### config.mk
export PLATFORM = sky130hd
export DESIGN_NAME = fifo_ctrl
export DESIGN_NICKNAME = d
export VERILOG_FILES = /design/src/rtl/fifo_ctrl_pkg.sv /design/src/rtl/fifo_ptr.sv /design/src/rtl/fifo_ctrl.sv
export SDC_FILE = /design/constraint.sdc
export NUM_CORES = 1
export LEC_CHECK = 0
export ABC_AREA = 1
export BUFFER_PORTS_ARGS = -buffer_cell sky130_fd_sc_hd__buf_2
export CORE_ASPECT_RATIO = 1.75
export CORE_UTILIZATION = 42
export CTS_CLUSTER_DIAMETER = 200
export DETAILED_ROUTE_END_ITERATION = 12
export PLACE_DENSITY = 0.72
export SLEW_MARGIN = 20
export SYNTH_ARGS = -nofsm -noshare
export SYNTH_HDL_FRONTEND = slang
export SYNTH_HIERARCHICAL = 1
export SYNTH_SLANG_ARGS = --single-unit
### constraint.sdc
create_clock -name clock -period 2.6 [get_ports clock]
set_input_delay 0.52 -clock clock [delete_from_list [all_inputs] [get_ports clock]]
set_output_delay 0.52 -clock clock [all_outputs]
set_load 0.01 [all_outputs]
### src/rtl/fifo_ctrl_pkg.sv
// Shared FIFO constants: default geometry of the 32x32 register file the
// controller drives, and the wrap helper used by the pointer registers.
package fifo_ctrl_pkg;

    localparam int DEFAULT_DEPTH        = 32;
    localparam int DEFAULT_ADDRESSWIDTH = 5;

    // Index of the last entry; pointers wrap from here back to zero.
    function automatic int lastEntry(input int depth);
        return depth - 1;
    endfunction

endpackage

### src/rtl/fifo_ptr.sv
// FIFO pointer register: advances by one when asked and wraps from the last
// entry to zero by explicit compare, so non-power-of-two depths work.
// ptrNext is exposed so the read side can address the file one edge early.
module fifo_ptr
    import fifo_ctrl_pkg::*;
#(
    parameter int DEPTH        = DEFAULT_DEPTH,
    parameter int ADDRESSWIDTH = DEFAULT_ADDRESSWIDTH
) (
    input  logic                    clock,
    input  logic                    reset,
    input  logic                    advance,
    output logic [ADDRESSWIDTH-1:0] ptrNext,
    output logic [ADDRESSWIDTH-1:0] ptr
);

    localparam logic [ADDRESSWIDTH-1:0] LAST_ENTRY = ADDRESSWIDTH'(lastEntry(DEPTH));

    // Next pointer value: hold, or step with wrap at the last entry.
    always_comb begin
        // NOTE: default assigned first so every path drives ptrNext and no latch is inferred.
        ptrNext = ptr;
        if (advance) begin
            ptrNext = (ptr == LAST_ENTRY) ? '0 : ptr + ADDRESSWIDTH'(1);
        end
    end

    // Pointer register, cleared asynchronously.
    always_ff @(posedge clock or negedge reset) begin
        // NOTE: non-blocking assignment so every register samples pre-edge values.
        if (!reset) begin
            ptr <= '0;
        end else begin
            ptr <= ptrNext;
        end
    end

endmodule

### src/rtl/fifo_ctrl.sv
// FIFO controller in front of the 32x32 register file (one-cycle registered
// read). Drives the file's writeEnable/dest/source and qualifies its dataOut
// with outValid. Optional almostFull/almostEmpty flags are built when the
// macro FIFO_CTRL_ALMOST_FLAGS_EN is defined.
module fifo_ctrl
    import fifo_ctrl_pkg::*;
#(
    parameter int DEPTH        = DEFAULT_DEPTH,
    parameter int ADDRESSWIDTH = DEFAULT_ADDRESSWIDTH
`ifdef FIFO_CTRL_ALMOST_FLAGS_EN
    ,
    parameter int ALMOST_FULL_LEVEL  = DEPTH - 2,
    parameter int ALMOST_EMPTY_LEVEL = 2
`endif
) (
    input  logic                    clock,
    input  logic                    reset,
    input  logic                    pushValid,
    output logic                    pushReady,
    output logic                    outValid,
    input  logic                    outReady,
    output logic                    regWriteEnable,
    output logic [ADDRESSWIDTH-1:0] regDest,
    output logic [ADDRESSWIDTH-1:0] regSource,
    output logic [ADDRESSWIDTH:0]   count,
    output logic                    full,
    output logic                    empty
`ifdef FIFO_CTRL_ALMOST_FLAGS_EN
    ,
    output logic                    almostFull,
    output logic                    almostEmpty
`endif
);

    localparam int                CW          = ADDRESSWIDTH + 1;
    localparam logic [CW-1:0]     DEPTH_COUNT = CW'(DEPTH);

    logic                    pushFire;
    logic                    popFire;
    logic [CW-1:0]           countNext;
    logic [CW-1:0]           remaining;
    logic [ADDRESSWIDTH-1:0] wrPtr;
    logic [ADDRESSWIDTH-1:0] wrPtrNext;
    logic [ADDRESSWIDTH-1:0] rdPtr;
    logic [ADDRESSWIDTH-1:0] rdPtrNext;
    logic                    unusedPtrBits;

    assign full      = (count == DEPTH_COUNT);
    assign empty     = (count == '0);
    assign pushReady = !full;
    assign pushFire  = pushValid & pushReady;
    assign popFire   = outValid & outReady;

    // Writes are suppressed while reset is held so no partial transfer lands in the file.
    assign regWriteEnable = pushFire & reset;
    assign regDest        = wrPtr;
    // The file samples the new head on the same edge the pop commits.
    assign regSource      = rdPtrNext;

    // The write side only needs the current pointer and the read side only the next one.
    assign unusedPtrBits = ^{wrPtrNext, rdPtr};

    fifo_ptr #(.DEPTH(DEPTH), .ADDRESSWIDTH(ADDRESSWIDTH)) uWrPtr (
        .clock   (clock),
        .reset   (reset),
        .advance (pushFire),
        .ptrNext (wrPtrNext),
        .ptr     (wrPtr)
    );

    fifo_ptr #(.DEPTH(DEPTH), .ADDRESSWIDTH(ADDRESSWIDTH)) uRdPtr (
        .clock   (clock),
        .reset   (reset),
        .advance (popFire),
        .ptrNext (rdPtrNext),
        .ptr     (rdPtr)
    );

    // Occupancy after this edge, and entries already committed that survive this pop.
    always_comb begin
        countNext = count + CW'(pushFire) - CW'(popFire);
        remaining = count - CW'(popFire);
    end

    // Occupancy and head-valid registers; a word pushed at this edge is not yet readable.
    always_ff @(posedge clock or negedge reset) begin
        if (!reset) begin
            count    <= '0;
            outValid <= 1'b0;
        end else begin
            count    <= countNext;
            outValid <= (remaining != '0);
        end
    end

`ifdef FIFO_CTRL_ALMOST_FLAGS_EN
    // Registered watermark flags derived from the post-edge occupancy.
    always_ff @(posedge clock or negedge reset) begin
        if (!reset) begin
            almostFull  <= 1'b0;
            almostEmpty <= 1'b1;
        end else begin
            almostFull  <= (countNext >= CW'(ALMOST_FULL_LEVEL));
            almostEmpty <= (countNext <= CW'(ALMOST_EMPTY_LEVEL));
        end
    end
`endif

endmodule

==> results.md, run 1 <==
* Outcome: finished clean
* Headroom to the max-slew limit at 0.759
* Htree depth at 1
* Syn Area/Cell at between 8 and 9 sq um
* Pwr per Cell Area at 1320 mW/mm^2
* Iter 0 DRT Violations at 10
* Post-synth top cells: nand2_1 (29), dfrtp_1 (17), ha_1 (16), inv_1 (16), nor2_1 (16)
* Core area at 0.00255 sq mm
* Reg-to-Reg Start: count[2]
* Setup slack, reg-to-reg at between 0.2 and 0.25 ns
* Synth-to-Final Area Change at 15.8%
* Yosys cell types at 21
* Cells after DPL at 180
* Antenna-violating nets left at 0
* Top Ports at 25
* Tcrit/Tclk final at 0.920
* Final Hold Vio Count at 0
* Layout cells sized above 1 at 0.291
* CP arrival at 2.53 ns
* WL met2 at approximately 1200 um
* Synthesized Nets at approximately 150
* # setup viols final at 0
* IO Port Bufs at 24
* Post-synthesis register bit count at 17
* DIE WIDTH at 41.8 um
* Synth Flop Type: dfrtp_1
* Hold_buf cts at 0
* Root Buffer: clkbuf_8
* Min Tclk post-route at roughly 2.4 ns
* Most common cell in the synthesized netlist: nand2_1
* R2R Path End: count[4]
* Global-route wire length before repair at ~3600 um
* Via count at 923
* Post-Synthesis Cells at 131
* Hpwl dp at 1720 um
* Drt pass-1 iters at 4
* Crit path kind: flop to flop
* Clk_lat worst skew at between 0.2 and 0.3 ns
* Vias in the first global route at between 900 and 1000
* # DRC at 0
* Clock tree buffer depth at 2
* Setup bufs post-CTS at 0
* Wl on met1 at between 800 and 900 um
* CTS tree: built
* WL met3 at roughly 95 um
* Via/cell ratio at approximately 5.0
* Congestion Overflow GR at 0
* Tightest Pin Transition at about 0.36 ns
* Setup crit start kind: flop
* Min Hold Slack at between 0.2 and 0.25 ns
* Async S/R FF share, synth at 1.00
* FF-to-FF path depth at 13
* Top sig layer: met4
* Initial antenna violation count at 0
* Hold Crit Class: input port to asynchronous set/reset pin
* Max Slew Vio Count at 0
* Highest net fanout along the worst path at 4
* Largest net degree at the start of global routing at 18
* Final Wtd Congestion at around 0.85
* Post-Syn Area at around 0.0012 sq mm
* YS warnings at 6
* Fmax at about 0.42 GHz
* Final net count at 180
* Final WL at between 2000 and 2500 um
* Initial core utilization at 0.456
* Wirelength per Cell at 11.8 um
* Post-synth EDFFs at 0
* RSZ-0062 raised after global routing: false
* Clock Skew at 0.00141 ns
* Critical Path End Type: flop
* Clock transition at path regs at roughly 0.070 ns
* Synth area leaders: dfrtp_1 (37%), ha_1 (17%), nand2_1 (9.3%), inv_1 (5.2%), mux2_4 (5.2%)
* # clock sinks at 17
* Total CTS buffers at 3
* Pleak at around 0.75 nW
* Maxcap violations at 0
* GRT Total Usage at 0.156
* Post-synth top area share at 0.365
* Antenna Cells at 0
* Worst vdd rail ir drop at roughly 0.75 mV
* Post-CTS Resized at 0
* Worst EP required at ~2.7 ns
* Sequential element share of the synthesized area at 0.365
* Row count at 24
* Synth area leader: dfrtp_1
* Fin cells at 184
* Overall die height at between 70 and 80 um
* Fin Setup TNS at 0 ns
* Die area at 0.00300 sq mm
-- cells in the final DEF, fill, tap and decap left out --
master	Yosys	final
inv_1	16	16
nor2_2	1	1
nand4_1	1	1
fa_1	1	1
nor2_1	16	16
inv_2	4	4
a21oi_1	4	4
nand2_4	3	3
nand3_2	1	1
dfrtp_1	17	17
buf_4	0	1
xnor2_1	1	1
xor2_1	2	2
o21ai_0	3	3
and3_1	2	2
nand2_1	29	29
mux2_4	4	4
a21oi_2	1	1
nand3_1	4	4
ha_1	16	16
buf_2	0	24
nor2_4	3	3
clkinv_2	0	1
clkbuf_8	0	3
-- per-layer routing --
| metal | vias to the layer above | track usage |
|---|---|---|
| met1 | 435 | 0.164 |
| met2 | 25 | 0.297 |
| met4 | 0 | 0.0645 |
| met5 | - | 0 |
| li1 | 461 | - |
| met3 | 2 | 0.0252 |
-- critical path: stages, from the launching register on --
cell,delay (ns)
dfrtp_1,0.41
inv_1,0.11
ha_1,0.26
nand3_2,0.12
nor2_4,0.04
inv_2,0.07
nand2_4,0.06
ha_1,0.27
inv_1,0.04
ha_1,0.20
fa_1,0.41
nand2_1,0.09
nand2_1,0.06
xor2_1,0.14
-- how the worst max path moves through the flow --
| stage | from | to | slack [ns] |
|---|---|---|---|
| 4_1_cts | count[2] | count[4] | 0.20 |
| 6_report | count[2] | count[4] | 0.21 |
| 5_1_grt | count[2] | count[4] | 0.02 |
| 2_1_floorplan | count[2] | count[4] | 0.30 |
| 3_3_place_gp | count[2] | count[4] | 0.27 |
| 3_5_place_dp | count[2] | count[4] | 0.21 |
-- area by class of cell --
cell class | count | area, sq um
clock buffer | 3 | 41.3
clock inverter | 1 | 5.00
fill | 236 | 1200
inverter | 20 | 75.1
multi-input combinational | 92 | 642
sequential | 17 | 425
tap | 26 | 32.5
timing repair buffer | 25 | 128
-- report_power, final --
part | internal, mW | switching, mW | total, mW
clock | 0.106 | 0.0910 | 0.197
sequential | 0.404 | 0.128 | 0.532
combinational | 0.459 | 0.595 | 1.05
total | 0.969 | 0.814 | 1.78
-- state kept, by name (all words and copies together), names as in the netlist --
name / flops
uRdPtr/ptr: 5
uWrPtr/ptr: 5
outValid: 1
count: 6
-- per-stage QoR --
stage	total power, mW	worst slack [ns]	util	instance area (sq um)
floorplan	1.30	0.304	-	1160
global placement	1.56	0.273	0.510	1300
detailed placement	1.59	0.212	0.510	1300
CTS	1.80	0.196	0.528	1350
global route	1.96	0.0181	0.528	1350
finish	1.78	0.208	0.528	1350
-- kinds of logic after synthesis --
logic type                 Yosys count  share of synthesized area
xor gates and xnor gates             3                     0.0226
buffers and inverters               22                     0.0838
AOI/OAI and AO/OA                    8                     0.0376
DFF                                 17                      0.365
muxes                                4                     0.0516
adders and majority gates           17                      0.189
and+or+nand+nor                     60                      0.250
No activity file was read; power rests on OpenSTA's default activity.
==> inputs of run 2 (changes only) <==
Settings changed: CAP_MARGIN set to 20.
Clock period 2.6 ns to 3 ns, I/O delays scaled along.
==> run 2 against run 1 <==
Against the previous run:
- critical path depth did not move
- largest cell class unchanged
- clock power fell by 13%
- worst setup slack improved by 0.40 ns
- highest routed layer unchanged
- sequential share of layout area up 0.21 points
- critical path type unchanged
- cell area fell by 0.65%
- utilization fell by 0.34 points
- maximum frequency up 0.14%
- final cell count is 0.54% lower
==> results.md, run 2 (synthesized netlist as in run 1, its figures left out) <==
* Outcome: finished clean
* Maxcap violations at 0
* Critical Path End Type: flop
* Fin area at 0.00134 sq mm
* Final Hold Vio Count at 0
* Final WL at between 2000 and 2500 um
* CP endpoint: count[4]
* Congestion Overflow GR at 0
* Clock Skew at between 0.001 and 0.0015 ns
* Fmax at approximately 0.42 GHz
* Crit path kind: flop to flop
* Max incr delay on CP at between 0.4 and 0.5 ns
* Pwr per Cell Area at 1160 mW/mm^2
* Global-route wire length before repair at ~3900 um
* Max reg flops at 6
* GRT Total Usage at 0.163
* Setup crit start kind: flop
* Layout cells sized above 1 at 0.280
* Clock transition at path regs at approximately 0.060 ns
* Highest net fanout along the worst path at 4
* Final Wtd Congestion at 0.795
* Drt pass-1 iters at 4
* Root Buffer: clkbuf_8
* Timing startpoint of the critical path: count[2]
* Cell family with most CP delay: adder cells
* Post-CTS Resized at 0
* # DRC at 0
* Total CTS buffers at 3
* Initial antenna violation count at 0
* Commonest non-fill, non-tap cell in the layout: nand2_1
* Core area at 0.00255 sq mm
* FF-to-FF path depth at 13
* Antenna-violating nets left at 0
* R2R Path End: count[4]
* Row count at 24
* Clock network fraction of design power at 0.111
* Clock tree buffer depth at 2
* Stages on worst setup path at 13
* Switching share of power at 0.456
* Most frequent cells in the layout: nand2_1 (29), buf_2 (24), dfrtp_1 (17)
* DP Area at 0.00129 sq mm
* Largest net degree at the start of global routing at 19
* Hpwl dp at 1800 um
* Max Slew Vio Count at 0
* Tcrit/Tclk final at 0.796
* Setup slack, reg-to-reg at roughly 0.61 ns
* Pleak at 0.746 nW
* Iter 0 DRT Violations at 9
* Headroom to the max-slew limit at 0.731
* Initial core utilization at 0.456
* Worst vdd rail ir drop at approximately 0.6 mV
* CP Buf/Inv Count at 3
* Tightest Pin Transition at ~0.4 ns
* Switch Pwr at about 710 uW
* Logic pwr share at 0.587
* DIE WIDTH at between 40 and 50 um
* Fin util at 0.525
* Crit-path cells: inv_1 -> ha_1 -> nand3_2 -> nor2_4 -> inv_2 -> nand2_4 -> ha_1 -> inv_1 -> ha_1 -> fa_1 -> nand2_1 -> nand2_1 -> xor2_1
* CTS tree: built
* # clock sinks at 17
* Largest regs: count x6, uRdPtr/ptr x5, uWrPtr/ptr x5
* Via/cell ratio at about 5.1
* Hold_buf cts at 0
* RSZ-0062 raised after global routing: false
* Register share of total power at 0.303
* Reg with most FFs: count
* Reg-to-Reg Start: count[2]
* CP arrival at between 2 and 3 ns
* Wirelength per Cell at roughly 12 um
* Die area at around 0.003 sq mm
* Clk_lat worst skew at about 0.25 ns
* # setup viols final at 0
* Via count at about 930
* Fin Setup TNS at 0 ns
* Min Tclk post-route at between 2 and 2.5 ns
* Overall die height at about 72 um
* IO Port Bufs at 24
* Top Ports at 25
* Htree depth at 1
* Antenna Cells at 0
* Vias in the first global route at between 900 and 1000
* Int Power at 843 uW
* Setup bufs post-CTS at 0
* CP dominant cell by count: ha_1
* Worst EP required at 3.14 ns
* Synth-to-Final Area Change at 15.0%
* Power Total at 1.55 mW
* Final net count at between 150 and 200
* Hold Crit Class: input port to asynchronous set/reset pin
* Slowest CP cell: fa_1
## run 2: cell count changes in the layout (fill, tap and decap cells not counted)
| cell | delta |
|---|---|
| clkbuf_1 | +1 |
| clkinv_2 | -1 |
| buf_4 | -1 |
## run 2: how the worst min path moves through the flow
stage	from	end	slack, ns	cells after the start
CTS	reset	uWrPtr/ptr[0]	0.28	1
global route	reset	uWrPtr/ptr[0]	0.30	1
global placement	uRdPtr/ptr[4]	uRdPtr/ptr[4]	0.52	1
floorplan	reset	count[0]	0.30	0
detailed placement	uRdPtr/ptr[4]	uRdPtr/ptr[4]	0.53	1
finish	reset	uWrPtr/ptr[0]	0.27	1
## run 2: area by class of cell
class,count,area [sq um]
fill,248,1210
multi-input combinational,92,642
sequential,17,425
timing repair buffer,24,120
inverter,20,75.1
clock buffer,4,45.0
tap,26,32.5
## run 2: stage by stage
step / cells / worst slack (ns) / hold WS [ns]
2_1_floorplan: 131 / 0.704 / 0.304
3_3_place_gp: 179 / 0.669 / 0.516
3_5_place_dp: 179 / 0.611 / 0.531
4_1_cts: 183 / 0.595 / 0.281
5_1_grt: 183 / 0.443 / 0.300
6_report: 183 / 0.611 / 0.267
## run 2: per-layer routing
layer	vias up	track usage	share of wire
met1	443	0.165	0.39
li1	462	-	-
met4	0	0.0645	0.015
met5	-	0	0
met3	2	0.0151	0.034
met2	21	0.325	0.56
## run 2: power groups by stage
stage                     clock [mW]  combinational (mW)  sequential, mW
after global placement             0               0.880           0.465
after detailed placement           0               0.922           0.473
final                          0.171               0.909           0.469
after floorplan                    0               0.638           0.484
after global routing           0.183                1.04           0.487
after CTS                      0.176               0.925           0.470
## run 2: worst reg2reg max path: stages (launching register included)
cell	delay, ns
dfrtp_1	0.41
inv_1	0.11
ha_1	0.25
nand3_2	0.12
nor2_4	0.04
inv_2	0.07
nand2_4	0.06
ha_1	0.28
inv_1	0.04
ha_1	0.20
fa_1	0.42
nand2_1	0.09
nand2_1	0.06
xor2_1	0.14
